[src/rtl/instr_encoder.sv]
// instr_encoder: packs RV32I field bundles into instruction words behind a 2-entry skid buffer.
// Optional legality checking (NOP substitution plus err output) is enabled by defining INSTR_ENC_CHECK_EN.

module instr_encoder #(
    parameter int unsigned       WIDTH     = 32,
    parameter int unsigned       ADDR_W    = 32,
    parameter logic [ADDR_W-1:0] BASE_ADDR = '0
) (
    input  logic              clk,
    input  logic              rst_n,
    input  logic              flush,
    input  logic              in_valid,
    output logic              in_ready,
    input  logic [2:0]        fmt,
    input  logic [6:0]        opcode,
    input  logic [4:0]        rd,
    input  logic [4:0]        rs1,
    input  logic [4:0]        rs2,
    input  logic [2:0]        funct3,
    input  logic [6:0]        funct7,
    input  logic [31:0]       imm,
    output logic              out_valid,
    input  logic              out_ready,
    output logic [WIDTH-1:0]  out_instr,
`ifdef INSTR_ENC_CHECK_EN
    output logic              err,
`endif
    output logic [ADDR_W-1:0] out_addr
);

    typedef enum logic [1:0] {
        EMPTY = 2'd0,
        ONE   = 2'd1,
        TWO   = 2'd2
    } state_e;

    typedef enum logic [2:0] {
        FMT_R = 3'd0,
        FMT_I = 3'd1,
        FMT_S = 3'd2,
        FMT_B = 3'd3,
        FMT_U = 3'd4,
        FMT_J = 3'd5
    } fmt_e;

    localparam logic [31:0] NOP = 32'h0000_0013;

    state_e             state_q, state_d;
    logic               in_ready_q, in_ready_d;
    logic [WIDTH-1:0]   out_instr_q, out_instr_d;
    logic [WIDTH-1:0]   skid_instr_q, skid_instr_d;
    logic [ADDR_W-1:0]  out_addr_q, out_addr_d;
    logic [31:0]        enc;
    logic [WIDTH-1:0]   word;
    logic               accept;
    logic               emit;

    // Reserved formats fall through to the R layout.
    always_comb begin
        enc = {funct7, rs2, rs1, funct3, rd, opcode};
        case (fmt_e'(fmt))
            FMT_I: enc = {imm[11:0], rs1, funct3, rd, opcode};
            FMT_S: enc = {imm[11:5], rs2, rs1, funct3, imm[4:0], opcode};
            FMT_B: enc = {imm[12], imm[10:5], rs2, rs1, funct3, imm[4:1], imm[11], opcode};
            FMT_U: enc = {imm[31:12], rd, opcode};
            FMT_J: enc = {imm[20], imm[10:1], imm[11], imm[19:12], rd, opcode};
            default: ;
        endcase
    end

`ifdef INSTR_ENC_CHECK_EN
    logic illegal;
    logic err_q, err_d;
    logic skid_err_q, skid_err_d;

    // Range checks: upper immediate bits must all equal the sign bit.
    always_comb begin
        illegal = 1'b0;
        case (fmt_e'(fmt))
            FMT_R: illegal = 1'b0;
            FMT_I, FMT_S: illegal = !((imm[31:11] == '0) || (imm[31:11] == '1));
            FMT_B: illegal = !((imm[31:12] == '0) || (imm[31:12] == '1)) || imm[0];
            FMT_J: illegal = !((imm[31:20] == '0) || (imm[31:20] == '1)) || imm[0];
            FMT_U: illegal = (imm[11:0] != '0);
            default: illegal = 1'b1;
        endcase
    end

    assign word = illegal ? WIDTH'(NOP) : WIDTH'(enc);
`else
    assign word = WIDTH'(enc);
`endif

    assign out_valid = (state_q != EMPTY);
    assign accept    = in_valid & in_ready_q;
    assign emit      = out_valid & out_ready;

    always_comb begin
        state_d      = state_q;
        out_instr_d  = out_instr_q;
        skid_instr_d = skid_instr_q;
        out_addr_d   = out_addr_q;
`ifdef INSTR_ENC_CHECK_EN
        err_d        = err_q;
        skid_err_d   = skid_err_q;
`endif
        if (flush) begin
            state_d      = EMPTY;
            out_instr_d  = '0;
            skid_instr_d = '0;
            out_addr_d   = BASE_ADDR;
`ifdef INSTR_ENC_CHECK_EN
            err_d        = 1'b0;
            skid_err_d   = 1'b0;
`endif
        end else begin
            if (emit) begin
                out_addr_d = out_addr_q + ADDR_W'(4);
            end
            case (state_q)
                EMPTY: begin
                    if (accept) begin
                        state_d     = ONE;
                        out_instr_d = word;
`ifdef INSTR_ENC_CHECK_EN
                        err_d       = illegal;
`endif
                    end
                end
                ONE: begin
                    if (accept && !emit) begin
                        state_d      = TWO;
                        skid_instr_d = word;
`ifdef INSTR_ENC_CHECK_EN
                        skid_err_d   = illegal;
`endif
                    end else if (emit && !accept) begin
                        state_d = EMPTY;
                    end else if (emit && accept) begin
                        out_instr_d = word;
`ifdef INSTR_ENC_CHECK_EN
                        err_d       = illegal;
`endif
                    end
                end
                TWO: begin
                    if (emit) begin
                        state_d     = ONE;
                        out_instr_d = skid_instr_q;
`ifdef INSTR_ENC_CHECK_EN
                        err_d       = skid_err_q;
`endif
                    end
                end
                default: state_d = EMPTY;
            endcase
        end
        in_ready_d = (state_d != TWO);
    end

    always_ff @(posedge clk or negedge rst_n) begin
        if (!rst_n) begin
            state_q      <= EMPTY;
            in_ready_q   <= 1'b1;
            out_instr_q  <= '0;
            skid_instr_q <= '0;
            out_addr_q   <= BASE_ADDR;
        end else begin
            state_q      <= state_d;
            in_ready_q   <= in_ready_d;
            out_instr_q  <= out_instr_d;
            skid_instr_q <= skid_instr_d;
            out_addr_q   <= out_addr_d;
        end
    end

`ifdef INSTR_ENC_CHECK_EN
    always_ff @(posedge clk or negedge rst_n) begin
        if (!rst_n) begin
            err_q      <= 1'b0;
            skid_err_q <= 1'b0;
        end else begin
            err_q      <= err_d;
            skid_err_q <= skid_err_d;
        end
    end

    assign err = err_q;
`endif

    assign in_ready  = in_ready_q;
    assign out_instr = out_instr_q;
    assign out_addr  = out_addr_q;

endmodule

[config.mk]
export PLATFORM = sky130hd
export DESIGN_NAME = instr_encoder
export DESIGN_NICKNAME = d
export VERILOG_FILES = /design/src/rtl/instr_encoder.sv
export SDC_FILE = /design/constraint.sdc
export NUM_CORES = 1
export LEC_CHECK = 0
export ABC_CLOCK_PERIOD_IN_PS = 6200
export CAP_MARGIN = 20
export CORE_MARGIN = 1.5
export CORE_UTILIZATION = 54
export CTS_BUF_LIST = sky130_fd_sc_hd__clkbuf_4
export DETAILED_ROUTE_END_ITERATION = 6
export PLACE_DENSITY = 0.89
export RECOVER_POWER = 100
export SYNTH_ARGS = -nofsm -noshare
export SYNTH_HDL_FRONTEND = slang
export SYNTH_SLANG_ARGS = --single-unit
[constraint.sdc]
create_clock -name clk -period 6.2 [get_ports clk]
set_clock_uncertainty 0.1 [all_clocks]
set_input_delay 1.24 -clock clk [delete_from_list [all_inputs] [get_ports clk]]
set_output_delay 1.24 -clock clk [all_outputs]
set_load 0.1 [all_outputs]
==> summary.txt <==
Layout-stage area growth over the synthesis result: 28.66%
Run status: finished with violations
Filler Cell Count: 717
Ys flop type: dfrtp_1
Port Buf Inserts: 135
Via density per instance: 5.697
Fraction of synthesis flops using an asynchronous set or reset pin: 100.0%
Total power per unit cell area: 319.2 mW/mm^2
Antenna Diode Count: 0
Sequential fraction of the synthesis area: 46.71%
Fraction of layout instances using a drive strength above 1: 6.000%
Worst rel slew slack: -11.64%
Kind of end point of the critical path: flip-flop
Post-placement worst setup slack: 2097 ps
Transition time of the tightest slew-check pin: 1675 ps
Yosys top cell area share: 46.21%
Final worst-path setup slack: 2281 ps
Unrepaired setup endpoints after global routing: false
Leakage dissipation: 2.930 nW
Setup-failing EPs final: 0
Final Max Tran Viols: 103
Total negative setup slack: 0 ps
Total power consumption of the routed design: 2.135 mW
Die boundary height: 101.1 microns
Final Wtd Congestion: 0.7950
Placeable core region: 0.009284 sq mm
Average routed wire per standard cell: 16.64 microns
IR Drop Worst-Case VDD: 0.0003136 V
Total number of placement rows: 35
CP Class: input port to flip-flop
Clock transition at path regs: 140 ps
Synth Cell Area: 0.005199 sq mm
Maximum number of buffers from clock root to sink: 2
Reported max-cap violation count: 3
Number of antenna violations at the first check in global routing: 0
Commonest cells post-synth: dfrtp_1 (96), nand2_1 (66), nor2_1 (59)
Path category of the worst min-delay check: flip-flop to flip-flop
Sum of overflow across all layers after global routing: 0
Number of cells in the finished layout apart from fillers: 779
Number of buffers created by CTS: 9
Hold_buf cts: 0
Vias: 4438
Total count of hold-check failures in the final report: 0
Number of global-route vias before repair: 4517
Ports: 138
Violations in the final reports: capacitance limit, slew limit
Synthesized flop and latch total: 97
Tcrit/Tclk final: 63.21%
NumNets Final: 722
Peak Freq: 255.2 MHz
CP Data Arrival Time: 4180 ps
Library cell with the highest instance count after synthesis: dfrtp_1
Die width: 101.1 microns
Wire length of the first global-routing pass: 21180 microns
Ranking of synthesized cells by area: dfrtp_1 (46%), mux2i_1 (6.4%), nand2_1 (4.8%)
Post-detail-place hpwl: 9074 microns
Residual DRC: 0
Startpoint types: input port
Crit-path max FO: 32
CTS-repair resized insts: 0
Die Area: 0.01023 sq mm
Pin count of the biggest net entering global routing: 70
Total number of yosys warnings: 0
Number of levels in the clock H-tree: 3
Sinks on the clock net: 97
Per-instance average area after synthesis: 9.735 sq um
DRC marker count from the first detailed-route iteration: 221
Final hold slack: 399.8 ps
Wire length reported by the detailed router: 12960 microns
Initial Utilization: 56.00%
GRT Overall Usage: 26.05%
Cell type contributing the most total cell area after synthesis: dfrtp_1
Detailed-router iteration count before antenna repair: 4
Clock tree from TritonCTS: yes
Time the worst path needs with I/O delays and setup: 3919 ps
Post-CTS setup buffers: 0
Routed Antenna Nets: 0
Clock tree root buffer cell: clkbuf_4
Worst-Skew Late Latency: 420 ps
Number of distinct standard cells referenced by the synthesized netlist: 51
Count of placed standard cells including taps: 762
CP Data Required Time: 6460 ps
EDFF count, synth: 0
Cells after Synth: 534
-- final cells by class --
cell class | instances | area, sq um | share of cell area [%]
clock inverter | 7 | 118.9 | 1.777
tap | 129 | 161.4 | 2.413
inverter | 7 | 26.28 | 0.3928
clock buffer | 9 | 67.56 | 1.010
timing repair buffer | 140 | 1384 | 20.69
sequential | 97 | 2429 | 36.31
multi-input combinational | 390 | 2502 | 37.41
-- cell usage in the layout (no fill, tap or decap), drive strengths merged, types with 17 or more instances in the layout --
| cell type | n |
|---|---|
| dfrtp | 96 |
| clkdlybuf4s50 | 67 |
| nand2 | 66 |
| dlygate4sd3 | 66 |
| nor2 | 60 |
| mux2i | 33 |
| o21ai | 27 |
| a21oi | 18 |
| a22o | 17 |
-- final timing paths --
check / from / to / slack, ps / cells past startpoint
max: out_ready / out_instr[8] / 2280 / 7
min: out_instr[27] / out_instr[27] / 400 / 1
max reg2reg: state_q[1] / out_instr[8] / 2740 / 8
min reg2reg: out_instr[27] / out_instr[27] / 400 / 1
max in group asynchronous: rst_n / out_instr[18] / 2610 / 2
min in group asynchronous: rst_n / out_instr[2] / 1050 / 1
-- critical path: stages --
cell and delay (ps):
dlygate4sd3_1 630, nand2b_1 250, a21oi_1 110, o221ai_1 300, nor2b_1 170, clkbuf_1 1160
a22o_1 310
-- logic make-up (layout without fill, tap and decap cells) --
kind of cell / count (synthesis) / count (layout) / share of synthesized area [%]
AND/OR/NAND/NOR: 200 / 200 / 19.16
buffers and inverters: 48 / 163 / 4.212
AO/OA/AOI/OAI: 109 / 109 / 14.68
adder cells (fa/ha/maj): 5 / 5 / 1.203
multiplexers: 46 / 46 / 9.242
XOR/XNOR: 28 / 28 / 4.717
flip-flops: 97 / 97 / 46.71
other: 1 / 2 / 0.07213
-- metal layers --
layer	track usage [%]	part of all wire, %	vias up
li1	-	-	2097
met1	32.06	41	2187
met2	45.90	53	123
met3	3.675	3.6	31
met4	11.11	3.0	0
met5	0	0	-
-- through the flow --
stage	instance area [sq um]	utilization (%)
5_1_grt	6689	72.05
4_1_cts	6736	72.56
3_3_place_gp	6550	70.55
2_1_floorplan	5202	-
6_report	6689	72.05
3_5_place_dp	6550	70.55
-- report_power, final --
group	switching, mW	internal [mW]	total, mW
registers	0.0535	0.721	0.774
logic	0.707	0.235	0.942
clock network	0.215	0.204	0.419
-- state kept, by name, summed over array words and instances (netlist names) --
signal	count
out_instr	32
state_q	2
out_addr	30
skid_instr_q	32
in_ready	1
(Power assumes the default switching activity.)
